<file path="config.mk">
export PLATFORM = sky130hd
export DESIGN_NAME = dmi_handler_flat
export DESIGN_NICKNAME = d
export VERILOG_FILES = /design/src/rtl/dmi_handler_if.sv /design/src/rtl/dmi_handler.sv /design/src/flat_wrapper.sv
export SDC_FILE = /design/constraint.sdc
export NUM_CORES = 1
export LEC_CHECK = 0
export CAP_MARGIN = 20
export CORE_ASPECT_RATIO = 1.5
export CORE_MARGIN = 2
export CORE_UTILIZATION = 39
export DETAILED_ROUTE_END_ITERATION = 12
export PLACE_DENSITY = 0.77
export SLEW_MARGIN = 25
export SYNTH_ARGS = -nofsm -noshare
export SYNTH_HDL_FRONTEND = slang
export SYNTH_SLANG_ARGS = --single-unit
export TNS_END_PERCENT = 50
</file>
<file path="constraint.sdc">
create_clock -name clk -period 1.8 [get_ports clk]
set_clock_uncertainty 0.2 [all_clocks]
set_input_delay 0.45 -clock clk [delete_from_list [all_inputs] [get_ports clk]]
set_output_delay 0.45 -clock clk [all_outputs]
set_load 0.01 [all_outputs]
</file>
<file path="src/rtl/dmi_handler_if.sv">
// dmi_handler_if
//   Request/response channels between dmi_handler and the debug module.
//   Parameter: ABITS - DMI address width.
//   Signals:
//     req_valid  handler -> DM   request valid
//     req_ready  DM -> handler   request accepted
//     req        handler -> DM   {addr[ABITS-1:0], data[31:0], op[1:0]}
//     resp_valid DM -> handler   response valid
//     resp_ready handler -> DM   response accepted
//     resp       DM -> handler   {data[31:0], resp[1:0]}
//   Modports: master (handler side), slave (DM side).
interface dmi_handler_if #(
  parameter int ABITS = 7
);
  logic             req_valid;
  logic             req_ready;
  logic [ABITS+33:0] req;
  logic             resp_valid;
  logic             resp_ready;
  logic [33:0]      resp;

  modport master (
    output req_valid, req, resp_ready,
    input  req_ready, resp_valid, resp
  );

  modport slave (
    input  req_valid, req, resp_ready,
    output req_ready, resp_valid, resp
  );
endinterface

</file>
<file path="src/rtl/dmi_handler.sv">
// dmi_handler
//   Runs one DMI transaction at a time between the UART TAP (level read/write
//   requests with a 4-phase done handshake) and the debug module channels.
//   Keeps a sticky dmistat-style error and aborts a stuck DM exchange after
//   TIMEOUT_CYCLES cycles.
//   Ports:
//     clk, rst_n      clock, synchronous active-low reset
//     dmi_read        TAP read request level
//     dmi_write       TAP write request level
//     dmi_cmd         {addr, data[31:0], op[1:0]} from TAP
//     dmi_result      {zeros, resp_data[31:0], resp[1:0]} to TAP
//     dmi_done        result valid, held until read/write both drop
//     dmi_hard_reset  abort and clear everything
//     dmi_reset       clear sticky error only
//     dmi_error       sticky status: 0 ok, 2 failed, 3 busy/timeout
//     dm              DM request/response channels (master side)
//
// state | meaning
// IDLE  | waiting for TAP request; stale DM responses are drained
// REQ   | request presented to DM, waiting for req_ready
// RESP  | waiting for DM response
// DONE  | result valid to TAP, waiting for request levels to drop
module dmi_handler #(
  parameter int ABITS          = 7,
  parameter int TIMEOUT_CYCLES = 1024
) (
  input  logic              clk,
  input  logic              rst_n,
  input  logic              dmi_read,
  input  logic              dmi_write,
  input  logic [ABITS+33:0] dmi_cmd,
  output logic [ABITS+33:0] dmi_result,
  output logic              dmi_done,
  input  logic              dmi_hard_reset,
  input  logic              dmi_reset,
  output logic [1:0]        dmi_error,
  dmi_handler_if.master     dm
);
  localparam int W  = ABITS + 34;
  localparam int TW = (TIMEOUT_CYCLES > 2) ? $clog2(TIMEOUT_CYCLES) : 1;
  localparam logic [TW-1:0] LAST = TW'(TIMEOUT_CYCLES - 1);

  localparam logic [1:0] IDLE = 2'd0;
  localparam logic [1:0] REQ  = 2'd1;
  localparam logic [1:0] RESP = 2'd2;
  localparam logic [1:0] DONE = 2'd3;

  logic [1:0]    state;
  logic [W-1:0]  req_q;
  logic [33:0]   result;
  logic [1:0]    error;
  logic [TW-1:0] timer;
  logic          timeout;
  logic [1:0]    new_err;

  // A handshake in the last allowed cycle takes priority over the abort.
  assign timeout = (timer == LAST) &&
                   ((state == REQ && !dm.req_ready) || (state == RESP && !dm.resp_valid));

  always_comb begin
    new_err = 2'd0;
    if (state == RESP && dm.resp_valid && dm.resp[1])
      new_err = dm.resp[1:0];
    else if (timeout)
      new_err = 2'd3;
  end

  always_ff @(posedge clk) begin
    if (!rst_n || dmi_hard_reset) begin
      state  <= IDLE;
      req_q  <= '0;
      result <= '0;
      error  <= 2'd0;
      timer  <= '0;
    end else begin
      case (state)
        IDLE: begin
          timer <= '0;
          if (dmi_read || dmi_write) begin
            // Sticky error or a write with op nop/reserved completes without DM traffic.
            if (error != 2'd0 ||
                (!dmi_read && (dmi_cmd[1:0] == 2'd0 || dmi_cmd[1:0] == 2'd3))) begin
              state <= DONE;
            end else begin
              req_q <= dmi_read ? {dmi_cmd[W-1:34], 32'd0, 2'd1} : dmi_cmd;
              state <= REQ;
            end
          end
        end
        REQ: begin
          if (dm.req_ready) begin
            state <= RESP;
            if (timer != LAST) timer <= timer + 1'b1;
          end else if (timeout) begin
            result <= '0;
            timer  <= '0;
            state  <= DONE;
          end else begin
            timer <= timer + 1'b1;
          end
        end
        RESP: begin
          if (dm.resp_valid) begin
            result <= dm.resp;
            timer  <= '0;
            state  <= DONE;
          end else if (timeout) begin
            result <= '0;
            timer  <= '0;
            state  <= DONE;
          end else begin
            timer <= timer + 1'b1;
          end
        end
        default: begin
          timer <= '0;
          if (!dmi_read && !dmi_write) state <= IDLE;
        end
      endcase

      if (dmi_reset)
        error <= 2'd0;
      else if (error == 2'd0)
        error <= new_err;
    end
  end

  assign dm.req_valid  = (state == REQ);
  assign dm.req        = req_q;
  // Held low while in reset so every output reads 0 then.
  assign dm.resp_ready = rst_n && (state == IDLE || state == RESP);
  assign dmi_done      = (state == DONE);
  assign dmi_result    = {{ABITS{1'b0}}, result};
  assign dmi_error     = error;
endmodule
</file>
<file path="src/flat_wrapper.sv">
// flat-port wrapper written by rule: the top's interface ports become plain ports
module dmi_handler_flat 
#(
  parameter int ABITS          = 7,
  parameter int TIMEOUT_CYCLES = 1024
)
  (clk, rst_n, dmi_read, dmi_write, dmi_cmd, dmi_result, dmi_done, dmi_hard_reset, dmi_reset, dmi_error, dm_req_valid, dm_req, dm_resp_ready, dm_req_ready, dm_resp_valid, dm_resp);
  dmi_handler_if #(.ABITS(ABITS)) dm_i ();
  input  logic clk;
  input  logic rst_n;
  input  logic dmi_read;
  input  logic dmi_write;
  input  logic [ABITS+33:0] dmi_cmd;
  output logic [ABITS+33:0] dmi_result;
  output logic dmi_done;
  input  logic dmi_hard_reset;
  input  logic dmi_reset;
  output logic [1:0] dmi_error;
  output wire logic [$bits(dm_i.req_valid)-1:0] dm_req_valid;
  output wire logic [$bits(dm_i.req)-1:0] dm_req;
  output wire logic [$bits(dm_i.resp_ready)-1:0] dm_resp_ready;
  input wire logic [$bits(dm_i.req_ready)-1:0] dm_req_ready;
  input wire logic [$bits(dm_i.resp_valid)-1:0] dm_resp_valid;
  input wire logic [$bits(dm_i.resp)-1:0] dm_resp;
  assign dm_req_valid = dm_i.req_valid;
  assign dm_req = dm_i.req;
  assign dm_resp_ready = dm_i.resp_ready;
  assign dm_i.req_ready = dm_req_ready;
  assign dm_i.resp_valid = dm_resp_valid;
  assign dm_i.resp = dm_resp;
  dmi_handler #(.ABITS(ABITS), .TIMEOUT_CYCLES(TIMEOUT_CYCLES)) u_core (.clk(clk), .rst_n(rst_n), .dmi_read(dmi_read), .dmi_write(dmi_write), .dmi_cmd(dmi_cmd), .dmi_result(dmi_result), .dmi_done(dmi_done), .dmi_hard_reset(dmi_hard_reset), .dmi_reset(dmi_reset), .dmi_error(dmi_error), .dm(dm_i));
endmodule
</file>
# Word-level counts from Yosys, hierarchy flattened
# Index checks and enable logic that the tools add are counted.
# totals
regBits	89
latch_bits	0
ram_bits	0
mem_bits_ro	0
out_inout_bits	87
mem_count	0
# classes
n_addsub	1
multipliers	0
div	0
order_cmp	0
n_eq_ne	9
n_shift	0
mux	19
n_bitwise	1
reduce_logical	29
# op_table
cell	count
2-to-1 mux 34 bit	4
case mux 34 bit (2 select lines)	1
2-to-1 mux 10 bit	4
case mux 10 bit (2 select lines)	1
2-to-1 mux 2 bit	8
adder 10 x 1 -> 10 bit, second input constant	1
== test 10 bit, second input constant	1
!= test 10 bit, second input constant	1
logical AND 1 bit	8
== test 2 bit, second input constant	3
zero test 2 bit	3
logical OR 1 bit	6
case mux 2 bit (3 select lines)	1
zero test 1 bit	5
AND reduction 2 bit	2
nonzero test 2 bit	2
nonzero test 4 bit	1
!= test 3 x 2 -> 1 bit, second input constant	1
AND reduction 3 bit	1
== test 2 x 1 -> 1 bit, second input constant	1
!= test 2 x 1 -> 1 bit, second input constant	1
!= test 2 bit, second input constant	1
OR reduction 2 bit	1
inverter 1 bit	1

# Longest topological paths before layout
# logic_depth
ltp_word	7
depth_mapped	9
ltp_nobuf	6

# Worst setup path after synthesis
# OpenSTA, ideal clock, no wires.
# synth_path
path_type	register to register
from	register u_core.state[1]
to	register u_core.result[10]
arrival_time_ps	1727
t_required_ps	1509
setup_slack_ps	-218
path_stages_with_launch	9
n_path_buf	2
synth_period_minus_slack_ps	2018
cell_sequence	dfxtp_1 -> inv_1 -> ha_1 -> buf_2 -> a21boi_2 -> and2_1 -> clkbuf_1 -> a21oi_1 -> a311oi_1
# synth_via
elab_chain_len	7
# synth_rtl
element	line	rtl
start, declared	dmi_handler.sv:48	logic [1:0] state;
start signal, assigned	dmi_handler.sv:70	state <= IDLE;
start signal, assigned	dmi_handler.sv:83	state <= DONE;
start signal, assigned	dmi_handler.sv:86	state <= REQ;
== test 2 x 1 -> 1 bit *	--	
net dm_req_valid	flat_wrapper.sv:19	output wire logic [$bits(dm_i.req_valid)-1:0] dm_req_valid;
logical AND 1 bit	dmi_handler.sv:58	((state == REQ && !dm.req_ready) || (state == RESP && !dm.resp_valid));
logical OR 1 bit	dmi_handler.sv:58	
logical AND 1 bit	dmi_handler.sv:57	assign timeout = (timer == LAST) &&
2-to-1 mux 34 bit	--	
2-to-1 mux 34 bit, on equally long branches	--	
case mux 34 bit (2 select lines)	dmi_handler.sv:76	case (state)
end signal, assigned	dmi_handler.sv:104	result <= dm.resp;
end, declared	dmi_handler.sv:50	logic [33:0] result;
# The timed path passes the listed nets; every way through them passes the cells marked *. The select of a mux whose other input is x is not followed.
# A chain may end at the register's enable or synchronous reset.

# Worst setup path after layout
# layout_path
from	register u_core.state[1]
to	register u_core.result[20]
# layout_via
elab_chain_len	7
# layout_rtl
element	line
== test 2 x 1 -> 1 bit or == test 2 bit (tied branches)	dmi_handler.sv:58, dmi_handler.sv:76
logical AND 1 bit	dmi_handler.sv:58
logical OR 1 bit	dmi_handler.sv:58
logical AND 1 bit	dmi_handler.sv:57
2-to-1 mux 34 bit	--
2-to-1 mux 34 bit, on equally long branches	--
case mux 34 bit (2 select lines)	dmi_handler.sv:76
# Parallel ways exist; a longest one is shown, timed or not. The select of a mux whose other input is x is not followed.

==> results.yml <==
status:
  run_status: "finished, violations left"
  violations: "negative setup slack"
critical_path:
  setup.worst_path.start_class: "register"
  cp.required_ps: 1830
  worst_r2r_endpoint: "u_core.result[20]$_SDFFE_PP0P_"
  setup.worst_path.class: "register to register"
  crit_fanout: 5
  critical-path-max-stage-delay_ps: 380
  critPathTopFamily: "compound AO/OA/AOI/OAI gates"
  cp-end-kind: "register"
  crit-reg2reg-launch: "u_core.state[1]$_SDFFE_PP0P_"
  reg2regPathDepth: 8
  worstPathArrival_ps: 2100
  crit_slowest_cell: "sky130_fd_sc_hd__dfxtp_4"
  critical_path.n_buffers_inverters: 3
  regToRegSetupSlack_ps: -270
  crit_path_cell_trace: "inv_4 -> ha_4 -> a21boi_4 -> and2_4 -> buf_8 -> buf_16 -> nand2_4 -> a311oi_2"
drt:
  m1WireLength_um: 5830
  totalWireLength_um: 15400
  drt-initial-drc-count: 176
  detail_route.wl_per_cell_um: 18.2
  routed-via-count: 4702
  first_pass_iters: 4
  dr_wl_met2_um: 8270
  drt-vias-per-instance: 5.56
  antenna_violating_nets_post_route: 0
  highest_layer: "met4"
  dr_wl_met3_um: 923
  drt_drc_violations_left: 0
synthesis:
  synthesis.instances: 471
  postSynthRegisterBits: 89
  postSynthAreaPerCell_um2: 8.78
  synth_top_area_cells: "sky130_fd_sc_hd__dfxtp_1, sky130_fd_sc_hd__a21oi_1, sky130_fd_sc_hd__a311oi_1, sky130_fd_sc_hd__nand4b_1, sky130_fd_sc_hd__o21ai_0"
  synth_top_cell_by_area: "sky130_fd_sc_hd__dfxtp_1"
  synth-edff-count: 0
  ys.warnings.count: 0
  synth-seq-area-share_pct: 43.1
  postSynth.topFlopCell: "sky130_fd_sc_hd__dfxtp_1"
  yosys.area.top_type_share_pct: 43.1
  async_reset_ff_share_pct: 0
  ys_types: 46
  post_synth_instance_area_um2: 4140
power_and_ir_drop:
  comb_power_share_pct: 22.8
  part_of_the_power_in_the_clock_network_pct: 37.1
  power.switching_mw: 1.37
  power_switching_share_pct: 27.3
  vdd_drop_max_v: 0.000596
  cellLeakagePower_nw: 3.00
  seq_power_share_pct: 40.1
  power.density_nw_per_um2: 668
  cellInternalPower_mw: 3.65
die:
  initial_utilization_pct: 39.5
  placeableCoreArea_um2: 10500
  die_width_um: 88.1
  pin_count: 170
  die_area_um2: 11500
  dieHeight_um: 130
  rows: 46
timing:
  slew-limit-headroom_pct: 63.0
  fin_tns_setup_ps: -7560
  worst_pin_slew_ps: 555
  setup_violations: 48
  timing.fmax_mhz: 484
  postLayoutSetupSlackWorst_ps: -267
  report.final.slew_viol_count: 0
  layout_min_cycle_time_ps: 2070
  setup_repair_after_global_routing_missed_its_margin: "yes"
  final-hold-violation-count: 0
  min_period_over_period_pct: 115
final_layout:
  final_net_count: 784
  final_common_cell: "sky130_fd_sc_hd__dfxtp_1"
  num_antenna_cells: 0
  layout_common_cells: "sky130_fd_sc_hd__dfxtp_1, sky130_fd_sc_hd__dlygate4sd2_1, sky130_fd_sc_hd__clkdlybuf4s50_1, sky130_fd_sc_hd__buf_4, sky130_fd_sc_hd__a21oi_1"
  final_layout_size_suffix_gt1_share_pct: 31.5
  final_non_filler_cell_total: 845
  syn_to_final_growth_pct: 81.6
placement:
  portBuffers: 162
  post_detailed_placement_half_perimeter_wirelength_um: 9130
  place_ws_ps: -519
  routabilityCongestion: 0.809
  dp_cells: 794
global_routing:
  grt_first_pass_wirelength_um: 22500
  via_count_of_the_first_global_routing_pass: 4648
  antenna_violations_before_repair: 0
  total_routing_usage_reported_by_global_routing_pct: 24.7
  grt_max_degree: 42
  overflow: 0
hold_path:
  worstHoldPathType: "register to register"
  min_delay_worst_endpoint: "u_core.dm.req[11]$_SDFFE_PP0P_"
  min_path_cells: 2
  hp-start: "u_core.dm.req[11]$_SDFFE_PP0P_"
clock_tree:
  clkSlewWorstSetupHoldPaths_ps: 70
  clock-root-buffer: "sky130_fd_sc_hd__clkbuf_16"
  clock_latency_ps: 340
  ctsHtreeMaxLevel: 3
  clock_sink_count: 89
  numCtsBuffers: 9
  tritoncts: "yes"
  maximum_clock_insertion_buffer_count: 2
  cts_hold_buffers: 0
run:
  drv_cap: 0
[what timing repair did]
item | in CTS | in global routing
pin swaps | 35 | 47
endpoints found under the setup margin | 168 | 79
buffers inserted | 17 | 7
gates resized for setup | 149 | 83
cloned | 11 | 4
[cells in the mapped netlist, types with 2 or more instances]
| library cell | count |
|---|---|
| sky130_fd_sc_hd__nand3_1 | 12 |
| sky130_fd_sc_hd__a21o_1 | 2 |
| sky130_fd_sc_hd__nor4_1 | 2 |
| sky130_fd_sc_hd__a21oi_1 | 76 |
| sky130_fd_sc_hd__inv_1 | 6 |
| sky130_fd_sc_hd__o31ai_1 | 3 |
| sky130_fd_sc_hd__ha_1 | 5 |
| sky130_fd_sc_hd__o41ai_1 | 2 |
| sky130_fd_sc_hd__nor2b_1 | 4 |
| sky130_fd_sc_hd__nor2_1 | 5 |
| sky130_fd_sc_hd__nand2b_1 | 5 |
| sky130_fd_sc_hd__and3_1 | 2 |
| sky130_fd_sc_hd__nand3_2 | 3 |
| sky130_fd_sc_hd__buf_2 | 9 |
| sky130_fd_sc_hd__a211oi_1 | 6 |
| sky130_fd_sc_hd__and2_1 | 4 |
| sky130_fd_sc_hd__a311oi_1 | 34 |
| sky130_fd_sc_hd__o21ai_0 | 43 |
| sky130_fd_sc_hd__o21ai_1 | 4 |
| sky130_fd_sc_hd__mux2i_1 | 2 |
| sky130_fd_sc_hd__nor3_1 | 7 |
| sky130_fd_sc_hd__buf_6 | 4 |
| sky130_fd_sc_hd__dfxtp_1 | 89 |
| sky130_fd_sc_hd__xor2_1 | 2 |
| sky130_fd_sc_hd__buf_4 | 12 |
| sky130_fd_sc_hd__nand4b_1 | 33 |
| sky130_fd_sc_hd__nand2_1 | 44 |
| sky130_fd_sc_hd__or4_1 | 2 |
| sky130_fd_sc_hd__clkbuf_1 | 28 |
| sky130_fd_sc_hd__or3_1 | 3 |
| sky130_fd_sc_hd__a31oi_1 | 3 |
[cell families (layout without fill, tap and decap cells)]
group / count (synthesis) / in the layout / synth area share (%)
XOR/XNOR: 3 / 3 / 0.635
AND/OR/NAND/NOR: 128 / 128 / 18.7
flip-flops: 89 / 89 / 43.1
multiplexers: 2 / 2 / 0.484
buffers and inverters: 59 / 283 / 7.44
AO/OA/AOI/OAI: 184 / 184 / 28.0
adder cells (fa/ha/maj): 5 / 5 / 1.51
other: 1 / 7 / 0.0906
[worst max path at each step]
stage | startpoint | endpoint | slack [ps] | cells after the start
after global placement | dm_req_ready | u_core.state[0]$_SDFFE_PP0P_ | -460 | 6
after floorplan | u_core.state[1]$_SDFFE_PP0P_ | u_core.result[23]$_SDFFE_PP0P_ | -20 | 7
after CTS | u_core.state[1]$_SDFFE_PP0P_ | u_core.result[8]$_SDFFE_PP0P_ | -200 | 9
final | u_core.state[1]$_SDFFE_PP0P_ | u_core.result[20]$_SDFFE_PP0P_ | -270 | 8
after detailed placement | dm_req_ready | u_core.result[18]$_SDFFE_PP0P_ | -520 | 7
after global routing | u_core.state[1]$_SDFFE_PP0P_ | u_core.result[30]$_SDFFE_PP0P_ | -330 | 8
[registers in the layout, summed over array words and instances (netlist names)]
register	count
u_core.dm.req	41
u_core.result	34
u_core.dmi_error	2
u_core.state	2
u_core.timer	10
[worst reg2reg max path: cells and delay by family (launching register included)]
kind	cells	cell delay (ps)
AOI/OAI and AO/OA	2	480
DFF	1	380
buffers and inverters	3	350
and+or+nand+nor	2	280
adders and majority gates	1	270
[cell type report]
type                            instances  area [um^2]
Inverter                                6         27.5
Tap cell                              144          180
Sequential cell                        89         1790
Fill cell                             795         2960
Timing Repair Buffer                  261         2650
Multi-Input combinational cell        329         2580
Clock inverter                          5         56.3
Clock buffer                           11          233
[metrics by stage]
stage | power, mW | utilization (%) | cell area, um^2 | hold slack [ps]
after floorplan | 2.50 | - | 4240 | 281
after global placement | 2.97 | 60.2 | 6310 | 253
after detailed placement | 2.99 | 60.2 | 6310 | 264
after CTS | 4.95 | 67.6 | 7080 | 270
after global routing | 5.18 | 71.7 | 7510 | 291
final | 5.02 | 71.7 | 7510 | 267
[layer usage]
metal / track usage, % / vias up
met5: 0 / -
met4: 9.80 / 0
met3: 5.95 / 33
met1: 27.1 / 2250
met2: 45.1 / 208
li1: - / 2211
[power groups by stage]
stage               Combinational (mW)  Clock (mW)  Sequential [mW]
floorplan                        0.430           0             2.07
global placement                 0.910           0             2.06
detailed placement               0.928           0             2.06
CTS                               1.06        1.87             2.01
global route                      1.21        1.95             2.02
finish                            1.14        1.86             2.02
Note: power is estimated with default switching activity, not from simulation.
==> edit 1, RTL diff (same settings) <==
`ABITS` is set to 7 in 3 places; all go to 14.
--- a/src/rtl/dmi_handler_if.sv
+++ b/src/rtl/dmi_handler_if.sv
@@ -11,5 +11,5 @@
 //   Modports: master (handler side), slave (DM side).
 interface dmi_handler_if #(
-  parameter int ABITS = 7
+  parameter int ABITS = 14
 );
   logic             req_valid;
--- a/src/rtl/dmi_handler.sv
+++ b/src/rtl/dmi_handler.sv
@@ -22,5 +22,5 @@
 // DONE  | result valid to TAP, waiting for request levels to drop
 module dmi_handler #(
-  parameter int ABITS          = 7,
+  parameter int ABITS          = 14,
   parameter int TIMEOUT_CYCLES = 1024
 ) (
--- a/src/flat_wrapper.sv
+++ b/src/flat_wrapper.sv
@@ -2,5 +2,5 @@
 module dmi_handler_flat 
 #(
-  parameter int ABITS          = 7,
+  parameter int ABITS          = 14,
   parameter int TIMEOUT_CYCLES = 1024
 )
Ports: changed (resized dm_req, dmi_cmd and dmi_result); port bits go from 170 to 191. No check against the original RTL was run, so the function may have changed too.
==> edit 1 against the unedited design <==
The run still ends with negative setup slack left. Synthesized area rose by 7.3%. Sequential power increased by 8%. Sequential cell count is 7 higher. Cell count up 5.0%. Sequential share of layout area up 1.0 points. Power is 14% higher. Wire length is 12% higher. Critical path depth decreased by 2. Worst setup slack better by 60 ps. Design area increased by 3.6%. Die area rose by 7.1%. Non-clock buffer count increased by 5.
==> edit 1: results (changes against the unedited design) <==
- Layout cells sized above 1: 25.4% (-6.1 points)
- Total global-route track usage: 24.3% (-0.39 points)
- Post-synthesis mux area share: 0.451% (-0.033 points)
- Distinct cell type count of the synthesized netlist: 47 (+2.2%)
- Setup slack at placement: -560 ps (-40.8 ps)
- Switching part of the total: 26.2% (-1.1 points)
- Synth Flop Type: dfxtp_1
- Largest net degree at the start of global routing: 48 (+14%)
- Vias per cell: 5.78 (+3.8%)
- Failing checks: negative setup slack
- Placement Cell Area: 6720 sq um (+6.6%)
- Synth top area cells: dfxtp_1, a21oi_1, a311oi_1
- Vias in the first global route: 4949 (+6.5%)
- Final WS setup: -207 ps (+59.6 ps)
- Sequential Power: 2.18 mW (+8%)
- Post-Synth XOR/XNOR Area: 0.592% (-0.043 points)
- Inst Count DP: 841 (+5.9%)
- Max reg flops: 48 (+17%)
- Met2 WL: 9200 um (+11%)
- Final TNS setup: -6880 ps (+682 ps)
- Hold Path Origin: u_core.dm.req[8]
- Antenna violations before repair: 0 (unchanged)
- DRT Pass-1 Iters: 5 (+1)
- Synth top cells by count: dfxtp_1, a21oi_1, o21ai_0
- Post-DP HPWL: 9930 um (+8.8%)
- Hold Path End: u_core.dm.req[8]
- RR Endpoint: u_core.result[12]
- Worst-path fanout max: 23 (+18)
- Combinational share of power: 24.0% (+1.2 points)
- First-pass GRT wire length: 24500 um (+9.1%)
- Compound-gate portion of the synthesized area: 27.6% (-0.45 points)
- Post-Synth Adder-Cell Area: 1.41% (-0.10 points)
- Post-layout nets: 830 (+5.9%)
- Hold WS: 269 ps (+1.91 ps)
- Met3 Track Usage GR: 5.58% (-0.37 points)
- P_leak: 3.10 nW (+3.5%)
- Pwr Density: 734 nW/um^2 (+9.9%)
- Outcome: finished, violations left
- PortBufs: 176 (+8.6%)
- Critical Path Source: dm_resp_valid
- Final WL: 17300 um (+12%)
- GR Layer Usage met1: 27.6% (+0.56 points)
- Cells after Synth: 509 (+8.1%)
- Met3 WL: 1270 um (+37%)
- Final setup viols: 52 (+8.3%)
- Fill count: 830 (+4.4%)
- Gpl congestion: 0.829 (+2.4%)
- Worst-Margin Slew: 595 ps (+40.5 ps)
- Worst EP arrival: 2040 ps (-60 ps)
- Wl on met1: 6470 um (+11%)
- GR Layer Usage met2: 45.2% (+0.084 points)
edit 1: cell types whose count changed after synthesis, moves of 3 or more:
cell	delta
nand3_1	+7
dfxtp_1	+7
o21ai_1	-3
buf_4	+11
a21oi_1	+7
o21ai_0	+10
edit 1: timing repair:
action	in CTS	in global routing
cloned	6	8
hold endpoints to repair	0	0
resized for setup	157	54
endpoints found under the setup margin	166	90
pin swaps	18	18
buffers inserted	3	13
edit 1: critical path: stages:
cell             delay, ps
clkdlybuf4s50_1        600
and2_1                 190
and2_4                 240
buf_12                 180
a21oi_1                 90
a311oi_1               270
edit 1: final cells by class:
class                   count  area, sq um  share of cell area [%]
repair buffers            266         2700                    34.6
multi-input cells         356         2610                    33.5
flip-flops and latches     96         1930                    24.8
clock buffers              11          233                    2.99
well taps                 147          184                    2.36
clock inverters             5          105                    1.35
inverters                   6         27.5                   0.354
==> edit 2, RTL diff (config.mk and constraints unchanged) <==
Made on the original files. Put one more register stage on the output `dmi_error`, without a reset. The value now appears one clock later. The other outputs are not delayed to match.
--- a/src/rtl/dmi_handler.sv
+++ b/src/rtl/dmi_handler.sv
@@ -132,4 +132,6 @@
   assign dmi_done      = (state == DONE);
   assign dmi_result    = {{ABITS{1'b0}}, result};
-  assign dmi_error     = error;
+  always_ff @(posedge clk) begin
+    dmi_error <= error;
+  end
 endmodule
Check against the original RTL: not equivalent (Yosys sat finds a counterexample within 4 cycles, from zero or initial values).
==> edit 2 against the unedited design <==
Critical path type unchanged. Synthesized cell count down 4.5%. Largest cell class unchanged. Design area fell by 14%. Hold slack got worse by 76 ps. Global-route usage fell by 0.65 points. Sequential cell count grew 2. Via count decreased by 14%. Largest power group unchanged. Sequential share of layout area grew 4.4 points. Worst setup slack gained 71 ps. Cell count shrank 8.2%. Power is 1.5% lower. The flow still finishes with violations (negative setup slack). Synthesized area down 9.7%. Wire length decreased by 17%.
==> edit 2: results (changes against the unedited design) <==
- Outcome: finished, violations left
- Failing checks: negative setup slack
- Distinct cell type count of the synthesized netlist: 37 (-20%)
- Synth top area cells: dfxtp_1, a21oi_1, nand2_1
- Setup slack at placement: -844 ps (-325 ps)
- Layout Cells excl Fill: 776 (-8.2%)
- Total global-route track usage: 24.1% (-0.65 points)
- Antenna cell count: 0 (unchanged)
- Syn. warnings: 0 (unchanged)
- Cells after Synth: 450 (-4.5%)
- Final WS setup: -196 ps (+70.6 ps)
- Inst Count DP: 742 (-6.5%)
- Post-synth ARST share: 0% (unchanged)
- Final setup viols: 40 (-17%)
- First-pass GRT wire length: 19900 um (-11%)
- Synth Flop Type: dfxtp_1
- Sequential element share of the synthesized area: 48.8% (+5.7 points)
- Layout cells sized above 1: 20.9% (-11 points)
- Post-DP HPWL: 8190 um (-10%)
- CTS Hold Bufs: 0 (unchanged)
- Worst-path fanout max: 7 (+2)
- Gpl congestion: 0.861 (+6.5%)
- P_leak: 2.71 nW (-9.5%)
- Vias in the first global route: 4168 (-10%)
- DR iter-0 viols: 208 (+18%)
- DRT Pass-1 Iters: 4 (unchanged)
- Fill count: 732 (-7.9%)
- Post-layout nets: 747 (-4.7%)
- Synth top cells by count: dfxtp_1, nand2_1, a21oi_1
- Largest net degree at the start of global routing: 41 (-2.4%)
- CTS clk-pin slew, worst paths: 70 ps (about the same)
- Routed WL per cell: 16.4 um (-10%)
- Vias per cell: 5.19 (-6.6%)
- Clock Tree Root: clkbuf_16
- Max reg flops: 41 (unchanged)
- PortBufs: 162 (unchanged)
- Worst vdd ir: 0.600 mV (+0.69%)
- Deepest level of the CTS H-tree: 3 (unchanged)
- Worst EP arrival: 2020 ps (-80 ps)
edit 2: cell type report:
type	count	area, sq um	share of cell area, %
repair buffers	225	2150	33.2
multi-input cells	327	2040	31.4
flip-flops and latches	91	1830	28.3
clock buffers	10	229	3.54
well taps	112	140	2.16
clock inverters	6	72.6	1.12
inverters	5	21.3	0.329
edit 2: kinds of logic after synthesis:
logic type | after synthesis | synth area share [%]
fa+ha+maj | 5 | 1.67
buf+inv | 43 | 5.66
compound gates | 132 | 18.9
simple gates | 168 | 22.6
other cells | 1 | 0.100
xor+xnor | 10 | 2.34
flops | 91 | 48.8
edit 2: stage by stage:
| step | setup TNS, ps | area, sq um | util [%] | hold WS (ps) |
|---|---|---|---|---|
| finish | -6050 | 6470 | 69.6 | 191 |
| detailed placement | -49230 | 5800 | 62.3 | 182 |
| CTS | -5670 | 6390 | 68.6 | 190 |
| global placement | -45170 | 5800 | 62.3 | 173 |
| global route | -10290 | 6470 | 69.6 | 196 |
| floorplan | -4420 | 3800 | - | 164 |
edit 2: path summary, 6_finish.rpt:
kind,startpoint,to,slack [ps],depth (start not counted)
worst max-delay path,u_core.state[1],u_core.result[12],-200,7
worst min-delay path,u_core.error[0],u_core.dmi_error[0],190,0
worst max register to register,u_core.state[1],u_core.result[12],-200,7
worst min register to register,u_core.error[0],u_core.dmi_error[0],190,0
edit 2: power breakdown:
part	leakage [nW]	internal (mW)	switching, mW
Clock	0.149	1.09	0.810
Sequential	0.738	2.05	0.0208
Combinational	1.83	0.491	0.477
Total	2.71	3.64	1.31
edit 2: layer usage:
metal | share of wire, % | GRT usage, %
met5 | 0 | 0
met4 | 1.9 | 9.27
met3 | 7.8 | 8.35
met2 | 54 | 45.2
met1 | 36 | 24.5
edit 2: timing repair:
item / in CTS / in global routing
endpoints found under the setup margin: 166 / 92
endpoints found under the hold margin: 0 / 0
gates resized for setup: 132 / 26
gates cloned: 9 / 0
buffers inserted: 8 / 1
pin swaps: 46 / 32
edit 2: worst max-delay path, stage by stage, from the launching register on:
cell and delay, ps:
dfxtp_4 370, inv_4 70, ha_4 140, nand2b_4 50
or4_4 590, a21boi_4 210, o21ai_1 180, a21oi_2 80
